<file path="config.mk">
export PLATFORM = sky130hd
export DESIGN_NAME = tm1640_rx
export DESIGN_NICKNAME = d
export VERILOG_FILES = /design/src/rtl/tm1640_rx.sv
export SDC_FILE = /design/constraint.sdc
export NUM_CORES = 1
export LEC_CHECK = 0
export BUFFER_PORTS_ARGS = -buffer_cell sky130_fd_sc_hd__buf_2
export CORE_ASPECT_RATIO = 0.7
export CORE_MARGIN = 3
export CORE_UTILIZATION = 33
export DETAILED_ROUTE_END_ITERATION = 8
export PLACE_DENSITY = 0.57
export SETUP_SLACK_MARGIN = 0.5
export SYNTH_ARGS = -nofsm -noshare
export SYNTH_HDL_FRONTEND = slang
export SYNTH_SLANG_ARGS = --single-unit
</file>
<file path="constraint.sdc">
create_clock -name clk -period 5.95 [get_ports clk]
set_clock_uncertainty 0.15 [all_clocks]
set_input_delay 0.2975 -clock clk [delete_from_list [all_inputs] [get_ports clk]]
set_output_delay 0.2975 -clock clk [all_outputs]
set_load 0.01 [all_outputs]
</file>
<file path="src/rtl/tm1640_rx.sv">
// rtl/tm1640_rx.sv - TM1640 two-wire link receiver with grid RAM and display-control state
// Oversamples tm_clk/tm_din in the clk domain and decodes commands into a 16-byte grid RAM.

module tm1640_rx #(
    parameter int SYNC_STAGES = 2,
    parameter int GRIDS       = 16
) (
    input  logic       clk,
    input  logic       rst,
    input  logic       tm_clk,
    input  logic       tm_din,
    input  logic [3:0] rd_addr,
    output logic [7:0] rd_data,
    output logic       wr_strobe,
    output logic [3:0] wr_addr,
    output logic [7:0] wr_data,
    output logic       disp_on,
    output logic [2:0] brightness,
    output logic       frame_done,
    output logic       proto_err
);

    localparam logic [4:0] GRIDS_L = 5'(GRIDS);

    typedef enum logic [1:0] {
        S_IDLE,
        S_CMD,
        S_DATA,
        S_WAIT_STOP
    } state_t;

    // Synchronizers idle high so a released reset never fakes an edge on an idle bus.
    logic [SYNC_STAGES-1:0] clk_sync_q;
    logic [SYNC_STAGES-1:0] din_sync_q;
    logic                   sc;
    logic                   sd;
    logic                   sc_q;
    logic                   sd_q;

    assign sc = clk_sync_q[SYNC_STAGES-1];
    assign sd = din_sync_q[SYNC_STAGES-1];

    always_ff @(posedge clk) begin
        if (rst) begin
            clk_sync_q <= '1;
            din_sync_q <= '1;
            sc_q       <= 1'b1;
            sd_q       <= 1'b1;
        end else begin
            clk_sync_q <= {clk_sync_q[SYNC_STAGES-2:0], tm_clk};
            din_sync_q <= {din_sync_q[SYNC_STAGES-2:0], tm_din};
            sc_q       <= sc;
            sd_q       <= sd;
        end
    end

    logic ev_start_d;
    logic ev_stop_d;
    logic ev_bit_d;
    logic ev_start_q;
    logic ev_stop_q;
    logic ev_bit_q;
    logic bit_val_q;

    always_comb begin
        ev_start_d = sc & sc_q & sd_q & ~sd;
        ev_stop_d  = sc & sc_q & ~sd_q & sd;
        ev_bit_d   = sc & ~sc_q;
    end

    always_ff @(posedge clk) begin
        if (rst) begin
            ev_start_q <= 1'b0;
            ev_stop_q  <= 1'b0;
            ev_bit_q   <= 1'b0;
            bit_val_q  <= 1'b0;
        end else begin
            ev_start_q <= ev_start_d;
            ev_stop_q  <= ev_stop_d;
            ev_bit_q   <= ev_bit_d;
            bit_val_q  <= sd;
        end
    end

    state_t     state_q, state_d;
    logic [2:0] cnt_q, cnt_d;
    logic [6:0] sr_q, sr_d;
    logic [3:0] addr_q, addr_d;
    logic       auto_inc_q, auto_inc_d;
    logic       disp_on_q, disp_on_d;
    logic [2:0] brightness_q, brightness_d;
    logic       wr_strobe_q, wr_strobe_d;
    logic [3:0] wr_addr_q, wr_addr_d;
    logic [7:0] wr_data_q, wr_data_d;
    logic       frame_done_q, frame_done_d;
    logic       proto_err_q, proto_err_d;
    logic [7:0] shift_byte;
    logic       ram_we;
    logic       addr_in_range;

    // sr holds the upper seven bits of the byte so far; the newest bit enters at the top.
    assign shift_byte    = {bit_val_q, sr_q};
    assign addr_in_range = ({1'b0, addr_q} < GRIDS_L);

    always_comb begin
        state_d      = state_q;
        cnt_d        = cnt_q;
        sr_d         = sr_q;
        addr_d       = addr_q;
        auto_inc_d   = auto_inc_q;
        disp_on_d    = disp_on_q;
        brightness_d = brightness_q;
        wr_strobe_d  = 1'b0;
        wr_addr_d    = wr_addr_q;
        wr_data_d    = wr_data_q;
        frame_done_d = 1'b0;
        proto_err_d  = 1'b0;
        ram_we       = 1'b0;

        if (ev_start_q) begin
            cnt_d   = 3'd0;
            state_d = S_CMD;
        end else if (ev_stop_q) begin
            if (state_q != S_IDLE) begin
                state_d     = S_IDLE;
                cnt_d       = 3'd0;
                proto_err_d = (cnt_q != 3'd0);
            end
        end else if (ev_bit_q && state_q != S_IDLE) begin
            sr_d  = shift_byte[7:1];
            cnt_d = cnt_q + 3'd1;
            if (cnt_q == 3'd7) begin
                case (state_q)
                    S_CMD: begin
                        state_d = S_WAIT_STOP;
                        case (shift_byte[7:6])
                            2'b01: auto_inc_d = ~shift_byte[2];
                            2'b11: begin
                                addr_d  = shift_byte[3:0];
                                state_d = S_DATA;
                            end
                            2'b10: begin
                                disp_on_d    = shift_byte[3];
                                brightness_d = shift_byte[2:0];
                                frame_done_d = 1'b1;
                            end
                            default: proto_err_d = 1'b1;
                        endcase
                    end
                    S_DATA: begin
                        wr_strobe_d = 1'b1;
                        wr_addr_d   = addr_q;
                        wr_data_d   = shift_byte;
                        ram_we      = addr_in_range;
                        if (auto_inc_q) begin
                            addr_d = addr_q + 4'd1;
                        end
                    end
                    S_WAIT_STOP: proto_err_d = 1'b1;
                    default: ;
                endcase
            end
        end
    end

    always_ff @(posedge clk) begin
        if (rst) begin
            state_q      <= S_IDLE;
            cnt_q        <= 3'd0;
            sr_q         <= 7'd0;
            addr_q       <= 4'd0;
            auto_inc_q   <= 1'b1;
            disp_on_q    <= 1'b0;
            brightness_q <= 3'd0;
            wr_strobe_q  <= 1'b0;
            wr_addr_q    <= 4'd0;
            wr_data_q    <= 8'd0;
            frame_done_q <= 1'b0;
            proto_err_q  <= 1'b0;
        end else begin
            state_q      <= state_d;
            cnt_q        <= cnt_d;
            sr_q         <= sr_d;
            addr_q       <= addr_d;
            auto_inc_q   <= auto_inc_d;
            disp_on_q    <= disp_on_d;
            brightness_q <= brightness_d;
            wr_strobe_q  <= wr_strobe_d;
            wr_addr_q    <= wr_addr_d;
            wr_data_q    <= wr_data_d;
            frame_done_q <= frame_done_d;
            proto_err_q  <= proto_err_d;
        end
    end

    // Addresses at or above GRIDS are never written, but the read mux still forces them to zero.
    logic [7:0] ram_q [16];
    logic [7:0] rd_data_q;
    logic       rd_in_range;

    assign rd_in_range = ({1'b0, rd_addr} < GRIDS_L);

    always_ff @(posedge clk) begin
        if (rst) begin
            for (int i = 0; i < 16; i++) begin
                ram_q[i] <= 8'h00;
            end
            rd_data_q <= 8'h00;
        end else begin
            if (ram_we) begin
                ram_q[addr_q] <= shift_byte;
            end
            rd_data_q <= rd_in_range ? ram_q[rd_addr] : 8'h00;
        end
    end

    assign rd_data    = rd_data_q;
    assign wr_strobe  = wr_strobe_q;
    assign wr_addr    = wr_addr_q;
    assign wr_data    = wr_data_q;
    assign disp_on    = disp_on_q;
    assign brightness = brightness_q;
    assign frame_done = frame_done_q;
    assign proto_err  = proto_err_q;

endmodule
</file>
Yosys cells after proc, flatten, opt, wreduce, memory -nomap -nowiden --
Memories as Yosys holds them, arrays and structs flattened. A register that Yosys moved wholly into a read port is not among the register bits. Cells that the tools add are included.
Word-level totals: register bits after elaboration 46, logic and storage cells 105, memories 1, bits in writable memories 128, input port bits 8
Memories:
- ram_q | words 16, width 8, rd ports 1, clocked after Yosys merged registers in 1, wr ports 16, line 197 | logic [7:0] ram_q [16];
Cells by class: mux-type cells 33, add/subtract/negate cells 2, bitwise operators 15, equality and inequality tests 11, reduce and logical (&&, ||, !) cells 22
Operators with widths (count):
- 1-bit two-way mux | 19
- 4-bit two-way mux | 3
- 6-bit AND reduction | 2
- 3-bit nonzero test | 4
- 2-bit two-way mux | 5
- 2-bit nonzero test | 5
- 3-bit two-way mux | 3
- 1-bit inverter | 9
- 2-bit == test (second input constant) | 4
- 8-bit two-way mux | 1
- 4-bit case mux with 2 select lines | 1
- 4-bit AND reduction | 2
- 8-bit OR reduction | 1
- 7-bit AND reduction | 1
- 1-bit AND | 6
- 6-bit OR reduction | 1
- 5-bit AND reduction | 1
- 4-bit by 1-bit adder with 4-bit output (second input constant) | 1
- 2-bit by 1-bit == test with 1-bit output (second input constant) | 2
- 2-bit != test (second input constant) | 2
- 3-bit by 1-bit adder with 3-bit output (second input constant) | 1
- 3-bit == test (second input constant) | 1
- 3-bit by 2-bit != test with 1-bit output (second input constant) | 1
- 3-bit AND reduction | 1
- other kinds (6) | 6

Logic depth before layout (Yosys ltp) --
Gate-level depths: netlist (run 1).
depth in word-level cells 11, mapped depth 8, gate-level depth less buffers 6

Worst setup path after synthesis (run 1) --
OpenSTA, ideal clock, no wires.
path type flip-flop to flip-flop, from register cnt_q[0], to memory ram_q[1][0] (enable), stages on the path, launching flop included 8, path buffers 1, data required time 5471 ps, setup slack 3749 ps, arrival 1721 ps, library setup time 329 ps, path through dfxtp_1 > ha_1 > ha_1 > and4bb_1 > buf_6 > nand4b_4 > nor3_4 > or2_1
RTL lines:
- start, declared | line 86 | logic [2:0] cnt_q, cnt_d;
- start signal, assigned | line 182 | cnt_q <= cnt_d;
- end, declared | line 197

==> qor.txt, run 1 <==
status = finished, final reports clean
worst path arrival time = 2.93 ns
Achievable Freq = 335.5 MHz
Port Buffers = 34
WL/cell = 20.06 um
fill cell count = 2311
total CTS buffers = 17
crit path launch = state_q[1]
kind of critical path = reg -> reg
cell count after synthesis = 653
initial antenna violation count = 0
number of synthesized flops with an enable pin = 128
CTS root buf = clkbuf_16
final hold vios = 0
critical path, cell by cell = nor2b_1 > nand4b_4 > nor3_4 > or2_1
sequential cell area = 0.004925 mm2
synth top area cells = edfxtp_1 (47%), dfxtp_1 (13%), and2_1 (8.9%)
Synth top area share = 47.04%
CP endpoint kind = flop
minimum clock period = 2.980 ns
post-CTS setup buffers = 0
Critical Path Max Stage Delay = 0.88 ns
Pins Over Slew Limit = 0
sequential power share = 53.0%
DR vias/cell = 5.102
die height = 137.7 um
H-tree levels = 4
Synth Register Bits = 182
Synth cell types = 46
CTS tree = yes
slowest CP cell = nor2b_1
Placer Congestion = 0.8365
initial DRC count = 419
main combinational cell family by area after synthesis = simple AND/OR/NAND/NOR gates
Synth Area in Compound Gates = 5.328%
share of cells above drive strength 1 = 17.47%
cell taking the most area after synthesis = edfxtp_1
Starting Density = 34.06%
setup_tns = 0 ns
number of instances resized during post-cts repair = 0
power per cell area = 289.4 mW/mm2
DP Cell Count = 965
# IOs = 35
max-cap violations = 0
Final ANT Viol Nets = 0
xor and xnor area share after synthesis = 0%
worst path required time = 5.90 ns
first-pass GRT wire length = 30440 um
ys async rst share = 0%
Pre-antenna DRT Iters = 5
sw power = 0.5919 mW
Buf+Inv Stages, Crit Path = 0
Finished Core Util = 38.17%
Worst Path Max Fanout = 13
Leak Pwr = 3.475 nW
min-delay src = rd_addr[3]
deepest clock path buffer count = 2
YS warnings = 0
CTS sink count = 182
Die X = 194.1 um
routed via count = 5097
Min-Delay Path Class = in -> reg
Clock power frac = 42.4%
clk slew on worst S/H paths = 0.07 ns
final wirelength = 20040 um
unrepaired setup endpoints after global routing = false
worst slew pin tran = 1.181 ns
synthesized area = 0.008172 mm2
clk_lat worst skew = 0.43 ns
area occupied by multi-input gates = 0.002998 mm2
crit-path leading delay family = simple AND/OR/NAND/NOR gates
R2R Path Start = state_q[1]
Residual DRC = 0
core footprint = 0.02399 mm2
P_int = 2.059 mW
nets = 683
Layout area overhead = 12.08%
combinational fraction of design power = 4.7%
Final Cycle Share = 50.09%
Total GRT Usage = 15.34%
Antenna Cells = 0
critical path launch point type = flop
GRT Residual Overflow = 0
Synth Area per Inst = 12.51 um2
Worst slew margin = 21.15%
die area = 0.02672 mm2
vias in the first global route = 4984
top_reg_cell synth = edfxtp_1
Seq/Total Area, Yosys = 60.27%
sw frac = 22.33%
Mapped Nets = 668
worst hold margin = 0.1979 ns
largest net degree at the start of global routing = 68
fin cells = 999
Post-Synth Adder-Cell Area = 1.072%
row count = 47
Final HPWL DP = 13310 um
Peak VDD IR = 0.0002047 V
final setup fails = 0
simple-gate portion of the synthesized area = 20.67%
post-synthesis mux area share = 9.616%
==> synthesized netlist by cell type (14+ instances only) <==
cell	number
nor3_1	17
edfxtp_1	128
a22oi_1	20
or2_2	18
nand2_1	38
clkbuf_1	28
o21ai_0	14
dfxtp_1	54
and2_1	116
mux2i_1	56
nor2_1	23
a21oi_1	19
==> layout make-up <==
cell class,instances,share of cell area [%]
clock buffers,19,4.727
clock inverters,13,1.571
inverters,7,0.2869
multi-input cells,418,32.73
flip-flops and latches,182,53.77
well taps,318,4.344
repair buffers,42,2.568
==> routing by layer <==
layer	routed length [um]	track usage [%]	vias to the layer above
met5	0	0	-
met4	163	3.388	0
met3	1261	3.667	15
met2	8326	21.92	180
met1	10290	23.45	2534
li1	-	-	2368
==> cell usage in the layout, fill, tap and decap left out, drive strengths merged, types with 2 or more instances in the layout <==
master	count
edfxtp	128
and2	116
mux2i	56
dfxtp	54
buf	40
nand2	38
nor2	35
or2	22
nor3	22
a22oi	20
a21oi	19
clkbuf	19
o21ai	14
inv	11
mux4	10
nand2b	8
nand3	8
nor2b	7
ha	7
clkinv	6
nor4	5
nand4b	4
nor3b	4
a22o	2
o2111ai	2
o31ai	2
o21a	2
a311oi	2
nor4bb	2
nand4	2
bufinv	2
dlygate4sd3	2
==> worst min-delay path: cells and delay by family <==
kind            cells  cell delay, ns
compound gates      1            0.11
buf+inv             1            0.12
simple gates        1            0.19
==> path summary, 6_finish.rpt <==
check	endpoint	slack [ns]	cells past startpoint
setup / recovery	ram_q[0][6]	2.97	4
hold / removal	rd_data[0]	0.20	3
setup reg to reg	ram_q[0][6]	2.97	4
hold reg to reg	din_sync_q[1]	0.26	1
==> kinds of logic after synthesis <==
| kind of cell | Yosys count |
|---|---|
| mux | 66 |
| buf+inv | 53 |
| fa+ha+maj | 7 |
| flops | 182 |
| simple gates | 277 |
| compound gates | 68 |
==> metrics by stage <==
stage	area, um2	worst slack [ns]	power (mW)
6_report	9159	2.970	2.651
5_1_grt	9159	2.712	2.738
4_1_cts	9159	2.943	2.669
3_5_place_dp	8562	2.979	1.554
3_3_place_gp	8562	3.168	1.550
2_1_floorplan	8172	3.749	1.510
==> power groups by stage <==
stage	combinational (mW)	clock [mW]	sequential [mW]
finish	0.124	1.12	1.40
floorplan	0.0856	0	1.42
global placement	0.119	0	1.43
global route	0.132	1.20	1.41
detailed placement	0.122	0	1.43
CTS	0.123	1.14	1.40
==> flip-flops by register name (all words and copies together), names as in the netlist, 2 cells and up <==
name / flops
din_sync_q: 2
wr_data: 8
addr_q: 4
cnt_q: 3
brightness: 3
rd_data: 8
wr_addr: 4
ram_q: 128
sr_q: 7
state_q: 2
clk_sync_q: 2
==> what timing repair did <==
action	in CTS	in global routing
endpoints found under the hold margin	2	0
endpoints found under the setup margin	0	0
hold buffers	2	0
No activity file was read; power rests on OpenSTA's default activity.
==> run 2: changes to the inputs <==
--- a/config.mk
+++ b/config.mk
@@ -10,7 +10,7 @@
 export CORE_MARGIN = 3
 export CORE_UTILIZATION = 33
 export DETAILED_ROUTE_END_ITERATION = 8
-export PLACE_DENSITY = 0.57
+export PLACE_DENSITY = 0.59
 export SETUP_SLACK_MARGIN = 0.5
 export SYNTH_ARGS = -nofsm -noshare
 export SYNTH_HDL_FRONTEND = slang
==> constraint.sdc (replaced) <==
create_clock -name clk -period 2.4 [get_ports clk]
set_clock_uncertainty 0.15 [all_clocks]
set_input_delay 0.12 -clock clk [delete_from_list [all_inputs] [get_ports clk]]
set_output_delay 0.12 -clock clk [all_outputs]
set_load 0.01 [all_outputs]
==> qor.txt, run 2 (same netlist as run 1, synthesis figures left out) <==
unrepaired setup endpoints after global routing = true
crit-path leading delay family = simple AND/OR/NAND/NOR gates
max-cap violations = 0
share of cells above drive strength 1 = 36.27%
routed via count = 5198
Pins Over Slew Limit = 0
Final Cycle Share = 86.75%
Buf+Inv Stages, Crit Path = 1
critical path, cell by cell = ha_4 > ha_4 > and4bb_1 > buf_6 > nand4b_4 > nor3_4 > or2_4
Min-Delay Path Class = in -> reg
hold depth = 4
final hold vios = 0
commonest non-fill, non-tap cells in the layout = edfxtp_1 (128), and2_4 (70), mux2i_1 (56)
min-delay src = rd_addr[1]
sw frac = 22.04%
Placer Congestion = 0.7993
Worst Hold End = rd_data[5]
worst path arrival time = 2.07 ns
Starting Density = 34.06%
Critical Path Max Stage Delay = 0.36 ns
largest net degree at the start of global routing = 28
Achievable Freq = 480.3 MHz
CP most frequent cell = ha_4
Port Buffers = 34
Leak Pwr = 3.926 nW
worst reg-to-reg path cell count = 7
initial DRC count = 397
most crowded layer after global routing = met1
fin cells = 1057
vias in the first global route = 4970
CTS root buf = clkbuf_16
Top reg by flops = ram_q
core footprint = 0.02399 mm2
Die X = 194.1 um
worst hold margin = 0.03019 ns
CTS sink count = 182
initial antenna violation count = 0
slowest CP cell = dfxtp_4
combinational fraction of design power = 5.3%
Antenna Cells = 0
CP endpoint kind = flop
die height = 137.7 um
Worst slew margin = 32.31%
# IOs = 35
kind of critical path = reg -> reg
commonest non-fill, non-tap cell in the layout = edfxtp_1
sequential power share = 53.0%
status = finished, final reports clean
deepest clock path buffer count = 2
Final ANT Viol Nets = 0
clk_lat worst skew = 0.44 ns
Worst Path Max Fanout = 8
met2 GRT Util = 21.08%
minimum clock period = 2.082 ns
critical path launch point type = flop
DR vias/cell = 4.918
worst r2r dst = ram_q[2][7]
met3 global-route usage = 4.033%
post-layout instance area = 0.01008 mm2
setup_tns = 0 ns
row count = 47
die area = 0.02672 mm2
H-tree levels = 4
Clock power frac = 41.7%
sw power = 1.444 mW
Residual DRC = 0
met1 usage = 23.78%
P_int = 5.106 mW
power per cell area = 650.0 mW/mm2
CTS tree = yes
clk slew on worst S/H paths = 0.07 ns
Pre-antenna DRT Iters = 5
Layout area overhead = 23.30%
final setup fails = 0
final wirelength = 19910 um
worst path required time = 2.39 ns
total CTS buffers = 17
Reg2Reg Setup Slack = 0.32 ns
nets = 741
R2R Path Start = cnt_q[0]
Area after DPL = 0.008952 mm2
first-pass GRT wire length = 30660 um
Final HPWL DP = 13570 um
GRT Residual Overflow = 0
WL/cell = 18.84 um
Total GRT Usage = 15.29%
max reg flops = 128
worst slew pin tran = 1.014 ns
Peak VDD IR = 0.0005144 V
Power, Total = 6.549 mW
DP Cell Count = 1001
run 2: changes by cell type in the layout (fill, tap and decap cells not counted), moves of 11 or more:
cell | before | now
and2_1 | 116 | 45
and2_4 | 0 | 70
buf_4 | 6 | 39
buf_6 | 0 | 23
or2_4 | 0 | 15
or2_2 | 18 | 7
run 2: worst reg2reg max path, stage by stage (launching register included):
cell,delay (ns)
dfxtp_4,0.36
ha_4,0.14
ha_4,0.12
and4bb_1,0.20
buf_6,0.16
nand4b_4,0.23
nor3_4,0.20
or2_4,0.22
run 2: worst max-delay path by stage:
stage	from	to	slack, ns	cells after the start
after floorplan	cnt_q[0]	ram_q[2][0]	0.32	7
after global placement	cnt_q[0]	ram_q[15][5]	0.21	7
after detailed placement	cnt_q[1]	ram_q[11][2]	0.21	7
after CTS	cnt_q[1]	ram_q[14][2]	0.32	7
after global routing	cnt_q[0]	ram_q[2][0]	0.23	7
final	cnt_q[0]	ram_q[2][7]	0.32	7
run 2: power by group through the flow:
stage	clock [mW]	combinational [mW]	sequential [mW]
floorplan	0	0.221	3.53
global placement	0	0.339	3.54
detailed placement	0	0.344	3.54
CTS	2.79	0.350	3.47
global route	2.92	0.374	3.48
finish	2.73	0.350	3.47
run 2: cell type report:
class,count,area [um2]
Fill cell,2246,13920
Sequential cell,182,4930
Multi-Input combinational cell,418,3362
Timing Repair Buffer,100,787.0
Clock buffer,21,474.2
Tap cell,318,397.9
Clock inverter,11,95.09
Inverter,7,30.03
run 2: what timing repair did:
item                                   4_1_cts  5_1_grt
pin swaps                                   29       21
buffers inserted                            15        6
endpoints found under the hold margin       15        0
hold buffers                                 3        0
setup endpoints to repair                  262      272
resized for setup                           49       64
run 2: stage by stage:
step,setup WS [ns],util [%]
after floorplan,0.3152,-
after global placement,0.2146,37.31
after detailed placement,0.2084,37.31
after CTS,0.3161,40.90
after global routing,0.2284,42.00
final,0.3179,42.00
run 2: layer usage:
layer / vias to the layer above / part of all wire [%] / wire (um)
met5: - / 0 / 0
li1: 2485 / - / -
met3: 19 / 5.6 / 1115
met1: 2558 / 53 / 10550
met2: 136 / 40 / 8059
met4: 0 / 0.92 / 184
